$ cat config.mk
export PLATFORM = sky130hd
export DESIGN_NAME = pong_game_ctrl
export DESIGN_NICKNAME = d
export VERILOG_FILES = /design/src/rtl/pong_game_ctrl.sv
export SDC_FILE = /design/constraint.sdc
export NUM_CORES = 1
export LEC_CHECK = 0
export BUFFER_PORTS_ARGS = -buffer_cell sky130_fd_sc_hd__buf_4
export CORE_MARGIN = 5
export CORE_UTILIZATION = 56
export DETAILED_ROUTE_END_ITERATION = 7
export GPL_ROUTABILITY_DRIVEN = 0
export PLACE_DENSITY = 0.83
export SLEW_MARGIN = 20
export SYNTH_ARGS = -nofsm -noshare
export SYNTH_HDL_FRONTEND = slang
export SYNTH_SLANG_ARGS = --single-unit
$ cat constraint.sdc
create_clock -name clk -period 2 [get_ports clk]
set_input_delay 0 -clock clk [delete_from_list [all_inputs] [get_ports clk]]
set_output_delay 0 -clock clk [all_outputs]
set_load 0.02 [all_outputs]
$ cat src/rtl/pong_game_ctrl.sv
// Pong game sequencer: movement tick, IDLE/SERVE/PLAY/POINT/OVER flow and scoring.
// Optional pause support is compiled in with `define PONG_PAUSE_EN.
module pong_game_ctrl #(
  parameter int TICK_DIV    = 50000,
  parameter int SERVE_TICKS = 60,
  parameter int WIN_SCORE   = 9,
  parameter int SCORE_W     = 4
) (
  input  logic               clk,
  input  logic               rst,
  input  logic               start,
  input  logic               miss_left,
  input  logic               miss_right,
  input  logic               pause,
  output logic               tick,
  output logic               ball_move_en,
  output logic               ball_reset,
  output logic               serve_dir,
  output logic [SCORE_W-1:0] score_player,
  output logic [SCORE_W-1:0] score_opp,
  output logic               game_over,
  output logic [2:0]         state
);

  localparam int TW = $clog2(TICK_DIV);
  localparam int SW = (SERVE_TICKS > 1) ? $clog2(SERVE_TICKS) : 1;

  typedef enum logic [2:0] {
    S_IDLE  = 3'd0,
    S_SERVE = 3'd1,
    S_PLAY  = 3'd2,
    S_POINT = 3'd3,
    S_OVER  = 3'd4
  } state_t;

  state_t             state_q, state_d;
  logic [TW-1:0]      tick_cnt_q, tick_cnt_d;
  logic               tick_q, tick_d;
  logic [SW-1:0]      serve_cnt_q, serve_cnt_d;
  logic               start_q;
  logic [SCORE_W-1:0] score_p_q, score_p_d;
  logic [SCORE_W-1:0] score_o_q, score_o_d;
  logic               dir_q, dir_d;
  logic               ball_reset_q, ball_reset_d;
  logic               move_q, move_d;
  logic               over_q, over_d;
  logic               start_pulse;
  logic               pause_req;
  logic               paused;

`ifdef PONG_PAUSE_EN
  assign pause_req = pause;
`else
  logic unused_pause;
  assign unused_pause = pause;
  assign pause_req    = 1'b0;
`endif

  assign start_pulse = start & ~start_q;
  assign paused      = pause_req & ((state_q == S_SERVE) | (state_q == S_PLAY));

  always_comb begin
    tick_d      = (tick_cnt_q == TW'(TICK_DIV - 1));
    tick_cnt_d  = tick_d ? '0 : tick_cnt_q + TW'(1);
    state_d     = state_q;
    serve_cnt_d = serve_cnt_q;
    score_p_d   = score_p_q;
    score_o_d   = score_o_q;
    dir_d       = dir_q;

    case (state_q)
      S_IDLE, S_OVER: begin
        if (start_pulse) begin
          state_d   = S_SERVE;
          score_p_d = '0;
          score_o_d = '0;
          dir_d     = 1'b1;
        end
      end
      S_SERVE: begin
        // tick_q is the internal movement strobe, one cycle behind the counter wrap
        if (tick_q && !paused) begin
          if (serve_cnt_q == SW'(SERVE_TICKS - 1)) state_d = S_PLAY;
          else serve_cnt_d = serve_cnt_q + SW'(1);
        end
      end
      S_PLAY: begin
        if (!paused) begin
          if (miss_left && !miss_right) begin
            score_o_d = score_o_q + SCORE_W'(1);
            dir_d     = 1'b0;
            state_d   = S_POINT;
          end else if (miss_right && !miss_left) begin
            score_p_d = score_p_q + SCORE_W'(1);
            dir_d     = 1'b1;
            state_d   = S_POINT;
          end else if (miss_left && miss_right) begin
            state_d = S_POINT;
          end
        end
      end
      S_POINT: begin
        if ((score_p_q == SCORE_W'(WIN_SCORE)) || (score_o_q == SCORE_W'(WIN_SCORE)))
          state_d = S_OVER;
        else
          state_d = S_SERVE;
      end
      default: state_d = S_IDLE;
    endcase

    ball_reset_d = (state_d == S_SERVE) && (state_q != S_SERVE);
    if (ball_reset_d) serve_cnt_d = '0;
    // Registered in parallel with tick_q so both strobes share the same cycle
    move_d = tick_d && (state_d == S_PLAY) && !paused;
    over_d = (state_d == S_OVER);
  end

  always_ff @(posedge clk) begin
    if (rst) begin
      state_q      <= S_IDLE;
      tick_cnt_q   <= '0;
      tick_q       <= 1'b0;
      serve_cnt_q  <= '0;
      start_q      <= 1'b0;
      score_p_q    <= '0;
      score_o_q    <= '0;
      dir_q        <= 1'b1;
      ball_reset_q <= 1'b0;
      move_q       <= 1'b0;
      over_q       <= 1'b0;
    end else begin
      state_q      <= state_d;
      tick_cnt_q   <= tick_cnt_d;
      tick_q       <= tick_d;
      serve_cnt_q  <= serve_cnt_d;
      start_q      <= start;
      score_p_q    <= score_p_d;
      score_o_q    <= score_o_d;
      dir_q        <= dir_d;
      ball_reset_q <= ball_reset_d;
      move_q       <= move_d;
      over_q       <= over_d;
    end
  end

  assign tick         = tick_q;
  assign ball_move_en = move_q;
  assign ball_reset   = ball_reset_q;
  assign serve_dir    = dir_q;
  assign score_player = score_p_q;
  assign score_opp    = score_o_q;
  assign game_over    = over_q;
  assign state        = state_q;

endmodule

; ---- Yosys cells after proc, flatten, opt, wreduce, memory -nomap -nowiden
; Index checks and enable logic that the tools add are counted.
[totals]
register_bits = 39
inputBits = 6
output_inout_bits = 16
elab_cells = 70
[classes]
add_sub_neg = 4
n_eq_ne = 17
n_mux = 18
n_bitwise = 3
n_reduce_logical = 17
[ops]
columns = cell, count
row1 = $mux 3, 7
row2 = $add 16x1->16 const B, 1
row3 = $eq 16x16->1 const B, 1
row4 = $mux 4, 4
row5 = $pmux 4 s2, 2
row6 = $pmux 3 s4, 1
row7 = $eq 3x2->1 const B, 3
row8 = $reduce_and 3->1, 3
row9 = $add 4x1->4 const B, 2
row10 = $eq 4x4->1 const B, 2
row11 = $add 6x1->6 const B, 1
row12 = $eq 3x1->1 const B, 2
row13 = $eq 3x3->1 const B, 2
row14 = $eq 6x6->1 const B, 1
row15 = $ne 3x1->1 const B, 2
row16 = $reduce_or 2->1, 3
row17 = $logic_and 1x1->1, 5
row18 = $ne 2x1->1 const B, 2
row19 = $ne 2x2->1 const B, 2
row20 = $reduce_and 4->1, 1
row21 = $logic_not 3->1, 1
row22 = $mux 1, 3
row23 = $logic_not 1->1, 2
row24 = $not 1->1, 2
row25 = 4 further kinds, 4

; ---- Depth between registers and ports, before layout
; Gate-level depths: netlist (run 1).
[logic_depth]
depth_word = 8
mapped_depth = 6
depth_no_buf = 6

; ---- Least setup slack after synthesis (run 1)
; OpenSTA, ideal clock, no wires.
[synth_timing]
kind = register to register
start = register state_q[0], in the netlist state[0]
end = register serve_cnt_q[0]
setup_time_ns = 0.129
arrival_time_ns = 1.701
slack_ns = 0.170
path_stages_with_launch = 6
path_cell_list = dfxtp_1 > or4b_2 > clkbuf_1 > nand2_1 > o21bai_1 > nor2_1
[synth_between]
elab_chain_len = 7
elab_cells_between_ends = 18
classes_between = 6 x eq/ne / 7 x mux / 5 x reduce/logical
[synth_lines]
columns = element, line
row1 = from (decl), 36  ; state_t state_q, state_d;
row2 = from (signal assigned), 132  ; state_q <= state_d;
row3 = $mux 3, 97  ; end else if (miss_left && miss_right) begin
row4 = $mux 3, 93  ; end else if (miss_right && !miss_left) begin
row5 = $mux 3, 89  ; if (miss_left && !miss_right) begin
row6 = $pmux 3 s4, 71  ; case (state_q)
row7 = $eq 3x1->1, 111  ; ball_reset_d = (state_d == S_SERVE) && (state_q != S_SERVE);
row8 = $logic_and 1x1->1, 111
row9 = $reduce_or 2->1 (no source line), --
row10 = to (signal assigned), 135  ; serve_cnt_q <= serve_cnt_d;
row11 = to (decl), 39  ; logic [SW-1:0] serve_cnt_q, serve_cnt_d;
; Parallel ways exist; a longest one is shown, timed or not.
; A chain may end at the register's enable or synchronous reset.

; ---- Final worst setup path (run 1)
[layout_timing]
start = register tick_cnt_q[10]
end = register tick_cnt_q[5]
[layout_between]
elab_chain_len = 2
[layout_lines]
columns = element, line
row1 = from (decl), 37  ; logic [TW-1:0] tick_cnt_q, tick_cnt_d;
row2 = from (signal assigned), 133  ; tick_cnt_q <= tick_cnt_d;
row3 = $eq 16x16->1, 63  ; tick_d = (tick_cnt_q == TW'(TICK_DIV - 1));
row4 = $reduce_or 2->1 (no source line), --
; No other way between the ends.

==> results of run 1 <==
-- worst max-delay path: stages, from the launching register on --
cell     delay, ns
dfxtp_1       0.39
or4b_1        0.53
or4_4         0.57
nand2_4       0.19
nor2_1        0.07
-- power groups by stage --
stage | clock network [mW] | logic [mW] | registers [mW]
global placement | 0 | 0.0647 | 0.813
floorplan | 0 | 0.0406 | 0.816
CTS | 0.403 | 0.0715 | 0.796
global route | 0.435 | 0.0786 | 0.798
finish | 0.390 | 0.0722 | 0.795
detailed placement | 0 | 0.0665 | 0.813
-- registers in the layout (all words and copies together), names as in the netlist, 3 cells and up --
signal / count
state: 3
score_player: 4
score_opp: 4
serve_cnt_q: 6
tick_cnt_q: 16
-- routing by layer --
metal	GRT usage [%]	up-vias	share of wire, %
met5	0	-	0
li1	-	736	-
met3	4.08	10	4.5
met1	21.1	646	48
met4	10.9	0	2.6
met2	27.3	41	45
-- per-stage QoR --
stage               hold WS, ns  std cells  worst slack [ns]  utilization, %  total power, mW
floorplan                 0.128        194             0.170               -            0.857
global placement          0.229        260             0.178            65.2            0.878
detailed placement        0.234        260             0.164            65.2            0.880
CTS                      0.0399        271             0.140            67.9             1.27
global route             0.0594        271            0.0661            67.9             1.31
finish                   0.0535        271             0.135            67.9             1.26
-- cell usage in the layout (no fill, tap or decap), types with 4 or more instances in the layout --
cell       n
ha_1       6
nand3_1    9
nor2b_1    5
xor2_1    11
dfxtp_1   39
clkbuf_4   5
nor4_1     4
nand2_1   18
xnor2_1   11
nor3_1     5
buf_4     25
inv_1      4
nand4_1    6
nor2_1    36
and3_1     5
o21ai_0    4
-- layout make-up --
class	instances	area, um^2
tap	44	55.1
multi-input combinational	148	937
inverter	4	15.0
fill	246	972
clock buffer	7	45.0
clock inverter	1	5.00
sequential	39	781
timing repair buffer	28	218
-- logic make-up after synthesis --
kind of cell	count (synthesis)
compound gates	14
xor+xnor	22
fa+ha+maj	6
buf+inv	7
flops	39
mux	3
simple gates	103
-- worst max path at each step --
stage                     end  slack [ns]  cells after the start
2_1_floorplan  serve_cnt_q[0]        0.17                      5
3_3_place_gp    tick_cnt_q[5]        0.18                      4
3_5_place_dp   tick_cnt_q[15]        0.16                      4
4_1_cts         tick_cnt_q[5]        0.14                      4
5_1_grt        tick_cnt_q[11]        0.07                      4
6_report        tick_cnt_q[5]        0.14                      4
-- what timing repair did --
action	4_1_cts	5_1_grt
endpoints found under the setup margin	0	0
hold buffers	3	0
endpoints found under the hold margin	7	0
==> run_results.csv, run 1 <==
group,metric,value,unit
hold_path,whs_path_depth,3,
yosys,synth_most_common_cell,"dfxtp_1",
grt,antenna_found_initial,0,
grt,grt_max_degree,16,
floorplanning,io_pins,22,
critical_path,crit_arrival,2.11,ns
yosys,synth_mux_area_share,1.85,%
yosys,synth_edf_count,0,
clock_tree,clk_pin_slew_worst_paths,0.12,ns
pwr,p_seq_share,63.2,%
clock_tree,post-cts-setup-buffers,0,
critical_path,rr_startpoint,"tick_cnt_q[10]",
critical_path,worstRegToRegCells,4,
grt,groute.usage.overall,17.3,%
pwr,p_per_area,612,nW/um^2
yosys,ys_seq_elements,39,
yosys,synth_top_area_share,44.5,%
grt,grt-ovfl-total,0,
floorplanning,core,3030,um^2
yosys,yosys.area_share.adder,4.28,%
clock_tree,clockRootBuffer,"clkbuf_4",
yosys,synthFlopType,"dfxtp_1",
yosys,synth_top_cell_by_area,"dfxtp_1",
grt,grt_pass1_wl,5740,um
critical_path,cp_max_fo,15,
timing,max_freq,536,MHz
grt,grt_pass1_vias,1314,
yosys,synth_cells,194,
yosys,synth_area,1760,um^2
timing,worst_slew_pin_slew,0.455,ns
yosys,synth_nets,206,
timing,finalHoldViolCount,0,
clock_tree,cts_tree,"built",
critical_path,critPathKind,"flip-flop to flip-flop",
critical_path,startpoint,"tick_cnt_q[10]",
pwr,power_frac_clock,31.0,%
drt,drtAntennaViolNets,0,
floorplanning,die_area,4350,um^2
critical_path,r2r_slack,0.14,ns
drt,drt-initial-drc-count,74,
yosys,avgSynthCellArea,9.05,um^2
timing,period_share,93.2,%
yosys,synth_common_cells,"dfxtp_1, nor2_1, nand2_1",
critical_path,reg2reg_to,"tick_cnt_q[5]",
pwr,peakVddDrop,0.348,mV
drt,drcViolationCount,0,
clock_tree,htreeDepth,2,
timing,finalSetupViolCount,0,
timing,fin_crit,1.86,ns
yosys,synth_simple_gate_area_share,31.0,%
timing,drv_slew,0,
job,maxCapViolCount,0,
floorplanning,die_w,66.0,um
yosys,synth_top_family_by_area,"simple AND/OR/NAND/NOR gates",
drt,routed_wirelength,3340,um
yosys,synth_cell_type_count,39,
hold_path,min_path_type,"primary input to flip-flop",
timing,rsz0062_at_grt,"false",
place,io_buffers,20,
hold_path,whs_endpoint,"ball_move_en",
final_layout,fin_area,2060,um^2
critical_path,start_kind,"flip-flop",
clock_tree,cts_inserted_buffers,5,
drt,vias,1433,
place,placed_cell_area,1980,um^2
floorplanning,start_util,58.0,%
pwr,leakagePower,0.785,nW
clock_tree,clock_latency,0.35,ns
timing,slew_headroom,69.6,%
yosys,synthXorXnorAreaFrac,11.0,%
timing,fin_worst_skew,0.00774,ns
floorplanning,rows,20,
pwr,pwr-share-comb,5.7,%
critical_path,required,2.24,ns
yosys,synth_area_leaders,"dfxtp_1, nor2_1, xnor2_1, xor2_1, ha_1",
final_layout,drive_gt1_share,17.6,%
drt,wl_per_cell,12.3,um
floorplanning,dieHeight,66.0,um
clock_tree,cts.sinks,39,
timing,tns,0,ns
run_status,outcome,"finished clean",
drt,viasPerCell,5.29,
clock_tree,ctsLongestPathBuffers,2,
yosys,synth_compound_area_share,5.27,%
final_layout,antenna_cells,0,
pwr,power.internal,955,uW
critical_path,cp-end-kind,"flip-flop",
pwr,p_sw,303,uW
place,place_hpwl,2330,um
final_layout,area_growth,17.1,%
drt,dr.pass1.iters,4,
clock_tree,cts_resized,0,
yosys,synthArstFlopShare,0,%
yosys,yosys_warnings,0,
final_layout,nNetsFinal,238,
pwr,p_sw_share,24.1,%
yosys,seq_area_frac_synth,44.5,%
hold_path,min_from,"miss_left",
Note: power is estimated with default switching activity, not from simulation.
==> run 2: changes to the inputs <==
- RECOVER_POWER: unset -> 100
==> run 2 against run 1 <==
Critical path depth is the same. Sequential power about the same. Final cell count is the same. Total power is 0.62% lower. Sequential share of layout area rose by 1.4 points. Core utilization fell by 2.4 points. Critical path type unchanged.
==> run_results.csv, run 2 (synthesized netlist as in run 1, its figures left out) <==
group,metric,value,unit
grt,grt_max_degree,16,
drt,drtAntennaViolNets,0,
critical_path,start_kind,"flip-flop",
timing,period_share,93.6,%
final_layout,top_regs,"tick_cnt_q: 16 flops, serve_cnt_q: 6 flops",
hold_path,min_path_type,"primary input to flip-flop",
pwr,power,1.25,mW
floorplanning,dieHeight,66.0,um
pwr,p_sw_share,24.1,%
clock_tree,cts_resized,0,
critical_path,critPathKind,"flip-flop to flip-flop",
clock_tree,hold_buffers,3,
drt,drt-initial-drc-count,64,
grt,grt_pass1_wl,5740,um
clock_tree,post-cts-setup-buffers,0,
critical_path,rr_startpoint,"tick_cnt_q[10]",
pwr,p_sw,301,uW
final_layout,final_common_cell,"dfxtp_1",
drt,dr.pass1.iters,6,
drt,drcViolationCount,0,
clock_tree,cts.sinks,39,
final_layout,instances_no_fill,271,
timing,drv_slew,0,
floorplanning,rows,20,
pwr,p_seq_share,63.6,%
final_layout,antenna_cells,0,
pwr,power_frac_clock,31.0,%
final_layout,nNetsFinal,238,
place,place_hpwl,2330,um
place,io_buffers,20,
clock_tree,ctsLongestPathBuffers,2,
timing,finalHoldViolCount,0,
critical_path,cp_max_fo,15,
drt,routed_wirelength,3340,um
grt,grt_pass1_vias,1314,
floorplanning,io_pins,22,
floorplanning,core,3030,um^2
critical_path,startpoint,"tick_cnt_q[10]",
final_layout,mostFrequentLayoutCells,"dfxtp_1, nor2_1, clkbuf_1",
grt,groute.usage.overall,17.3,%
critical_path,slowest_delay,0.57,ns
critical_path,required,2.25,ns
final_layout,area_growth,13.0,%
final_layout,nFillCells,268,
final_layout,drive_gt1_share,9.25,%
pwr,p_per_area,630,nW/um^2
timing,slew_headroom,69.8,%
floorplanning,die_w,66.0,um
critical_path,crit_arrival,2.12,ns
clock_tree,clockRootBuffer,"clkbuf_4",
pwr,leakagePower,0.706,nW
critical_path,worstPathCellList,"or4b_1 > or4_4 > nand2_4 > nor2_1",
timing,max_freq,534,MHz
clock_tree,cts_tree,"built",
timing,rsz0062_at_grt,"false",
floorplanning,die_area,4350,um^2
critical_path,cp-end-kind,"flip-flop",
clock_tree,clk_pin_slew_worst_paths,0.12,ns
clock_tree,clock_latency,0.34,ns
drt,vias,1419,
timing,worst_slew_pin_slew,0.448,ns
timing,fin_crit,1.87,ns
place,dp_cells,260,
final_layout,largest_reg_flops,16,
critical_path,slowest_stage,"or4_4",
final_layout,regMostFlops,"tick_cnt_q",
pwr,pwr-share-comb,5.4,%
floorplanning,start_util,58.0,%
hold_path,min_from,"miss_left",
drt,wl_per_cell,12.3,um
timing,tns,0,ns
run_status,outcome,"finished clean",
clock_tree,cts_inserted_buffers,5,
drt,viasPerCell,5.24,
timing,fin_worst_skew,0.00776,ns
job,maxCapViolCount,0,
clock_tree,htreeDepth,2,
pwr,power.internal,949,uW
timing,finalSetupViolCount,0,
grt,antenna_found_initial,0,
pwr,peakVddDrop,0.348,mV
grt,grt-ovfl-total,0,
-- run 2: final timing paths --
path | end | slack [ns] | cells after the start
worst max-delay path | tick_cnt_q[5] | 0.13 | 4
worst max register to register | tick_cnt_q[5] | 0.13 | 4
worst min register to register | tick_cnt_q[0] | 0.49 | 1
worst min-delay path | ball_move_en | 0.05 | 3
-- run 2: stage by stage --
stage | setup slack, ns | utilization [%] | instance area (um^2) | hold slack, ns
floorplan | 0.170 | - | 1760 | 0.128
global placement | 0.178 | 65.2 | 1980 | 0.229
detailed placement | 0.164 | 65.2 | 1980 | 0.234
CTS | 0.140 | 67.9 | 2060 | 0.0399
global route | 0.0658 | 65.5 | 1980 | 0.0594
finish | 0.128 | 65.5 | 1980 | 0.0548
-- run 2: power groups by stage --
| stage | registers [mW] | clock network, mW | logic (mW) |
|---|---|---|---|
| 2_1_floorplan | 0.816 | 0 | 0.0406 |
| 3_3_place_gp | 0.813 | 0 | 0.0647 |
| 3_5_place_dp | 0.813 | 0 | 0.0665 |
| 4_1_cts | 0.796 | 0.403 | 0.0715 |
| 5_1_grt | 0.797 | 0.435 | 0.0733 |
| 6_report | 0.795 | 0.388 | 0.0670 |
-- run 2: routing by layer --
| metal | GRT usage (%) | vias up | share of wire [%] |
|---|---|---|---|
| met1 | 21.1 | 642 | 49 |
| li1 | - | 736 | - |
| met5 | 0 | - | 0 |
| met2 | 27.3 | 31 | 44 |
| met3 | 4.08 | 10 | 3.9 |
| met4 | 10.9 | 0 | 2.8 |
-- run 2: worst max-delay path, delay by kind of cell (launching register included) --
| family | cells | cell delay, ns |
|---|---|---|
| flip-flops | 1 | 0.39 |
| AND/OR/NAND/NOR | 4 | 1.36 |
-- run 2: cell type report --
class / instances / area [um^2] / area share [%]
sequential: 39 / 781 / 39.4
timing repair buffer: 28 / 150 / 7.57
tap: 44 / 55.1 / 2.78
clock inverter: 1 / 5.00 / 0.252
multi-input combinational: 148 / 932 / 47.0
inverter: 4 / 15.0 / 0.757
clock buffer: 7 / 45.0 / 2.27
